## config.mk

```make
export PLATFORM = sky130hd
export DESIGN_NAME = decoder_scan_n
export DESIGN_NICKNAME = d
export VERILOG_FILES = /design/src/rtl/decoder_scan_n.sv
export SDC_FILE = /design/constraint.sdc
export NUM_CORES = 1
export LEC_CHECK = 0
export CAP_MARGIN = 10
export CORE_MARGIN = 2
export CORE_UTILIZATION = 54
export CTS_BUF_LIST = sky130_fd_sc_hd__clkbuf_4 sky130_fd_sc_hd__clkbuf_8 sky130_fd_sc_hd__clkbuf_16
export DETAILED_ROUTE_END_ITERATION = 10
export DONT_BUFFER_PORTS = 1
export PLACE_DENSITY = 0.72
export SYNTH_ARGS = -nofsm -noshare
export SYNTH_HDL_FRONTEND = slang
export SYNTH_SLANG_ARGS = --single-unit
export TNS_END_PERCENT = 10
```

## constraint.sdc

```tcl
create_clock -name clk -period 1.8 [get_ports clk]
set_input_delay 0.36 -clock clk [delete_from_list [all_inputs] [get_ports clk]]
set_output_delay 0.36 -clock clk [all_outputs]
set_load 0.1 [all_outputs]
```

## src/rtl/decoder_scan_n.sv

```systemverilog
// rtl/decoder_scan_n.sv - registered one-hot decoder with direct-load and auto-scan modes
module decoder_scan_n #(
  parameter int SEL_W      = 2,
  parameter int NUM_OUT    = 4,
  parameter int DWELL_W    = 8,
  parameter int ACTIVE_LOW = 0
) (
  input  logic               clk,
  input  logic               rst,
  input  logic               en,
  input  logic               mode,
  input  logic               load,
  input  logic [SEL_W-1:0]   sel,
  input  logic [DWELL_W-1:0] dwell,
  output logic [NUM_OUT-1:0] y,
  output logic [SEL_W-1:0]   idx,
  output logic               wrap,
  output logic               err
);

  typedef enum logic [1:0] {
    IDLE   = 2'd0,
    DIRECT = 2'd1,
    SCAN   = 2'd2
  } state_t;

  // Highest legal index; scan wraps on compare against this, not on counter overflow.
  localparam logic [SEL_W-1:0] LAST_IDX = SEL_W'(NUM_OUT - 1);
  // One bit wider than sel so NUM_OUT == 2**SEL_W is representable.
  localparam logic [SEL_W:0] NUM_OUT_X = (SEL_W + 1)'(NUM_OUT);
  // Level driven on every line while disabled.
  localparam logic [NUM_OUT-1:0] Y_IDLE = (ACTIVE_LOW != 0) ? {NUM_OUT{1'b1}} : {NUM_OUT{1'b0}};

  state_t             state_q;
  state_t             state_d;
  logic [SEL_W-1:0]   idx_q;
  logic [SEL_W-1:0]   idx_d;
  logic [DWELL_W-1:0] cnt_q;
  logic [DWELL_W-1:0] cnt_d;
  logic               wrap_d;
  logic               err_d;
  logic [NUM_OUT-1:0] onehot;
  logic [NUM_OUT-1:0] y_d;
  logic               sel_in_range;
  logic               load_ok;
  logic               load_bad;

  assign sel_in_range = ({1'b0, sel} < NUM_OUT_X);
  assign load_ok      = load & sel_in_range;
  assign load_bad     = load & ~sel_in_range;

  // State register; reset aborts any scan and returns to IDLE.
  always_ff @(posedge clk) begin
    if (rst) begin
      state_q <= IDLE;
    end else begin
      state_q <= state_d;
    end
  end

  // Next state from en/mode, plus next index, dwell counter and pulse outputs.
  always_comb begin
    state_d = IDLE;
    idx_d   = idx_q;
    cnt_d   = cnt_q;
    wrap_d  = 1'b0;
    err_d   = 1'b0;

    if (en) begin
      state_d = mode ? SCAN : DIRECT;
    end

    case (state_d)
      DIRECT: begin
        err_d = load_bad;
        if (load_ok) begin
          idx_d = sel;
        end
      end
      SCAN: begin
        err_d = load_bad;
        if (load_ok) begin
          // A legal load overrides both scan entry and a same-cycle advance.
          idx_d = sel;
          cnt_d = dwell;
        end else if (state_q != SCAN) begin
          idx_d = '0;
          cnt_d = dwell;
        end else if (cnt_q != '0) begin
          cnt_d = cnt_q - DWELL_W'(1);
        end else begin
          cnt_d = dwell;
          if (idx_q == LAST_IDX) begin
            idx_d  = '0;
            wrap_d = 1'b1;
          end else begin
            idx_d = idx_q + SEL_W'(1);
          end
        end
      end
      default: begin
      end
    endcase
  end

  // Decode the next index into the line pattern that will be registered onto y.
  always_comb begin
    onehot = '0;
    for (int k = 0; k < NUM_OUT; k++) begin
      onehot[k] = (idx_d == SEL_W'(k));
    end
    if (state_d == IDLE) begin
      y_d = Y_IDLE;
    end else if (ACTIVE_LOW != 0) begin
      y_d = ~onehot;
    end else begin
      y_d = onehot;
    end
  end

  // Registered datapath and outputs; everything appears one cycle after sampling.
  always_ff @(posedge clk) begin
    if (rst) begin
      idx_q <= '0;
      cnt_q <= '0;
      y     <= Y_IDLE;
      wrap  <= 1'b0;
      err   <= 1'b0;
    end else begin
      idx_q <= idx_d;
      cnt_q <= cnt_d;
      y     <= y_d;
      wrap  <= wrap_d;
      err   <= err_d;
    end
  end

  assign idx = idx_q;

endmodule
```

### Word-level counts from Yosys, hierarchy flattened

Index checks and enable logic that the tools add are counted.

* add/subtract/negate cells: 2
* equality and inequality tests: 7
* muxes and demuxes: 12
* bitwise operators: 1
* reductions and logical operators: 5

Operator list (number)
* 2-to-1 mux 8 bit: 3
* 2-to-1 mux 2 bit: 7
* equality test 2 bit, second input constant: 4
* nonzero test 8 bit: 1
* subtractor 8 x 1 -> 8 bit, second input constant: 1
* OR reduction 5 bit: 1
* equality test 2 x 1 -> 1 bit, second input constant: 2
* zero test 2 bit: 2
* one-hot mux 2 bit (2 select lines): 1
* adder 2 x 1 -> 2 bit, second input constant: 1
* != test 2 bit, second input constant: 1
* OR reduction 2 bit: 1
* 2-to-1 mux 1 bit: 1
* NOT 1 bit: 1

* flip-flop bits (word level): 17
* input bits: 15
* output and inout bits: 8
* logic and storage cells: 32

### Longest topological paths before layout

* depth after elaboration: 7
* mapped depth: 7
* gate-level depth less buffers: 7

### Least setup slack after synthesis

Ideal clock, no wire load.

* path kind: reg2reg
* start: register idx_q[1], in the netlist idx[1]
* end: register y[0]
* setup time: 0.065 ns
* arrival: 1.891 ns
* required time: 1.735 ns
* path slack: -0.156 ns
* stages on the path, launching flop included: 5
* buffers on the path: 0
* period minus slack after synthesis: 1.956 ns
* path through: dfxtp_1 -> ha_1 -> a211o_1 -> a21oi_1 -> nor2b_1

* cells in the longest elaborated chain, start to end: 7
* elaborated cells on any way between the ends: 9
* those cells by class: add/sub: 1; eq/ne: 1; mux: 6; reduce/logical: 1

RTL lines
* start: declaration: RTL line 36 `logic [SEL_W-1:0] idx_q;`
* start signal: assignment: RTL line 130 `idx_q <= idx_d;`
* adder 2 x 1 -> 2 bit / equality test 2 bit (equally long branches): RTL line 97, 93
* 2-to-1 mux 2 bit: RTL line 93 `if (idx_q == LAST_IDX) begin`
* 2-to-1 mux 2 bit: RTL line 89 `end else if (cnt_q != '0) begin`
* 2-to-1 mux 2 bit: RTL line 86 `end else if (state_q != SCAN) begin`
* 2-to-1 mux 2 bit: RTL line 82 `if (load_ok) begin`
* one-hot mux 2 bit (2 select lines) *: RTL line 73 `case (state_d)`
* zero test 2 bit *: RTL line 110 `onehot[k] = (idx_d == SEL_W'(k));`
* end signal: assignment: RTL line 132 `y <= y_d;`
* end: declaration: RTL line 15 `output logic [NUM_OUT-1:0] y,`

Mark *: on every way between the ends. The rest lies on a longest branch, timed or not.
A chain may end at the register's enable or synchronous reset.

### Final worst setup path

* start: register cnt_q[0]
* end: register y[3]

* cells in the longest elaborated chain, start to end: 6

RTL lines
* start: declaration: RTL line 38 `logic [DWELL_W-1:0] cnt_q;`
* start signal: assignment: RTL line 131 `cnt_q <= cnt_d;`
* nonzero test 8 bit: RTL line 89
* 2-to-1 mux 2 bit: RTL line 89
* 2-to-1 mux 2 bit: RTL line 86
* 2-to-1 mux 2 bit: RTL line 82
* one-hot mux 2 bit (2 select lines): RTL line 73
* equality test 2 bit: RTL line 110

No other way between the ends.

==> out/metrics.cfg <==
[run_status]
run_status=completed

[cells_and_area]
layout_commonest_cell=buf_4
fillers=135
fin_nets=150
area_delta_synth_final_pct=27.0
final_cell_mix=18 x buf_4, 13 x dfxtp_1, 10 x nor2_1, 10 x a21oi_1, 8 x nand2_1
drive_gt1_share_pct=35.6
fin_cells=149
num_antenna_cells=0

[timing]
setup_violations=0
whs_ps=115
hold_viol=0
final.period_utilization_pct=99.7
post-route-min-period_ps=1790
rsz0062_at_grt=true
drv_slew=0
max_freq_mhz=557
finClkSkew_ps=4.70

[power]
clkPwrFrac_pct=23.7
combPwrFrac_pct=28.6
p_seq_share_pct=47.8
powerDensity_nw_per_um2=725
power.leakage_nw=0.464
internal-power_mw=0.576
sw_frac_of_total_pct=32.9
irDropWorstVdd_v=0.000479
switchingPower_mw=0.283

[route]
drc=0
drtAntennaViolNets=0
routed_wl_um=2300
drtPass1Iterations=4
via_per_inst=6.28
wl_per_cell_um=15.5
vias=935
detail_route.iter0.violations=19

[synthesis]
avgSynthCellArea_um2=8.40
ys_types=37
netlist_instances=111
yosysWarningCount=0
syn_nets=128
synth_top_area_share_pct=36.5
ys_top_cells_by_area=dfxtp_1 37%, a21oi_1 5.9%, nor2_1 4.4%
netlist_area_um2=932
yosysTopAreaCell=dfxtp_1
ys_seq_area_share_pct=36.5
synth_seq_cells=17

[hold_path]
hold_class=input pin to flip-flop
min-delay-start=rst

[cts]
root_buffer=clkbuf_4
cts.sinks=17
cts_buffers=3
ctsLongestPathBuffers=2
h-tree-depth=1
clkLatencyLatePin_ps=290
cts_hold_buf=0
path_clk_slew_ps=100
cts_tree=yes

[setup_path]
crit_start=cnt_q[0]
r2r_start=cnt_q[0]
critPathRequiredTime_ps=2040
crit_path_start_kind=flip-flop
path_class=flip-flop to flip-flop
worstPathMaxFanout=5
critPathCaptureType=flip-flop
arrival_ps=2040

[placed_design]
hpwl_um=1570
place_inst=140
portBuffers=0
gp_congestion=0.825

[grt]
busiest_layer=met2
grt_pass1_wl_um=3370
overflow=0
antenna_found_initial=0
use_met2_pct=37.7
met3_usage_pct=3.97
grt_max_degree=14
grt.total_usage_pct=22.7
met1_usage_pct=27.1
grt_pass1_vias=808

[floorplan]
core_area_um2=1670
dieWidth_um=45.5
start_util_pct=55.8
dieHeight_um=45.5
io_pins=23
rows=15
die_area_um2=2070

[job]
max_cap_violations=0

==> layout make-up <==
type,count,area (um2),share of cell area (%)
clock inverters,1,5.00,0.423
flip-flops and latches,17,345,29.2
inverters,5,18.8,1.59
multi-input cells,85,608,51.4
well taps,17,21.3,1.80
clock buffers,3,22.5,1.90
repair buffers,21,163,13.7
==> cell usage after synthesis (all sizes together) <==
library cell and number:
and2 3, nor2b 3, a211o 1, nor3 3, o22ai 1, nor4bb 1
o221a 1, a21oi 12, or3b 1, buf 1, a211oi 2, o31ai 1
o32ai 2, nor4 1, dfxtp 17, nor3b 1, nand3b 4, a21o 1
nor2 11, o21ai 8, o211ai 1, nand2 10, clkbuf 3, ha 2
a41oi 2, or3 2, conb 1, a31oi 1, a32oi 3, nor4b 1
or4b 1, inv 5, nand2b 2, mux2 2
==> kinds of logic after synthesis <==
group	count (synthesis)	synth area share, %
buf+inv	9	4.03
simple gates	44	26.8
flops	17	36.5
compound gates	36	27.1
fa+ha+maj	2	2.68
other cells	1	0.402
mux	2	2.42
==> power by group through the flow <==
stage               Sequential, mW  Combinational (mW)  Clock (mW)
floorplan                    0.450               0.125           0
global placement             0.414               0.206           0
detailed placement           0.415               0.210           0
CTS                          0.409               0.225       0.209
global route                 0.412               0.263       0.231
finish                       0.410               0.245       0.203
==> sequential cells by signal (all words and copies together) (netlist names) <==
register / flops
cnt_q: 8
state_q: 2
idx: 2
y: 4
wrap: 1
==> critical path: stages (launching register included) <==
cell and delay (ps):
dfxtp_2 340, inv_2 70, ha_4 130, or4b_4 520, nor4_4 180, a21oi_2 70, o31ai_4 250, nor2b_4 180
==> stage by stage <==
stage | instance area (um2) | setup slack (ps) | power, mW | setup TNS [ps] | util [%]
detailed placement | 1060 | -89.9 | 0.625 | -348 | 63.3
global route | 1180 | -42.3 | 0.906 | -219 | 70.9
floorplan | 935 | -20.3 | 0.576 | -48.2 | -
CTS | 1120 | 2.03 | 0.842 | 0 | 67.0
finish | 1180 | 5.46 | 0.859 | 0 | 70.9
global placement | 1060 | 2.91 | 0.620 | 0 | 63.3
==> path summary, 6_finish.rpt <==
| path | slack, ps | depth (start not counted) | end |
|---|---|---|---|
| max | 5 | 7 | y[3] |
| min | 110 | 1 | idx[0] |
| max reg2reg | 5 | 7 | y[3] |
| min reg2reg | 530 | 2 | cnt_q[7] |
==> per-layer routing <==
layer  share of wire (%)  wire [um]
met3                 5.0        116
met1                  44       1010
met4                 2.3         53
met2                  49       1130
met5                   0          0
==> what timing repair did <==
item / CTS / global route
gates cloned: 0 / 1
setup endpoints to repair: 8 / 12
setup buffers: 0 / 4
gates resized for setup: 8 / 10
pin swaps: 4 / 8
No activity file was read; power rests on OpenSTA's default activity.
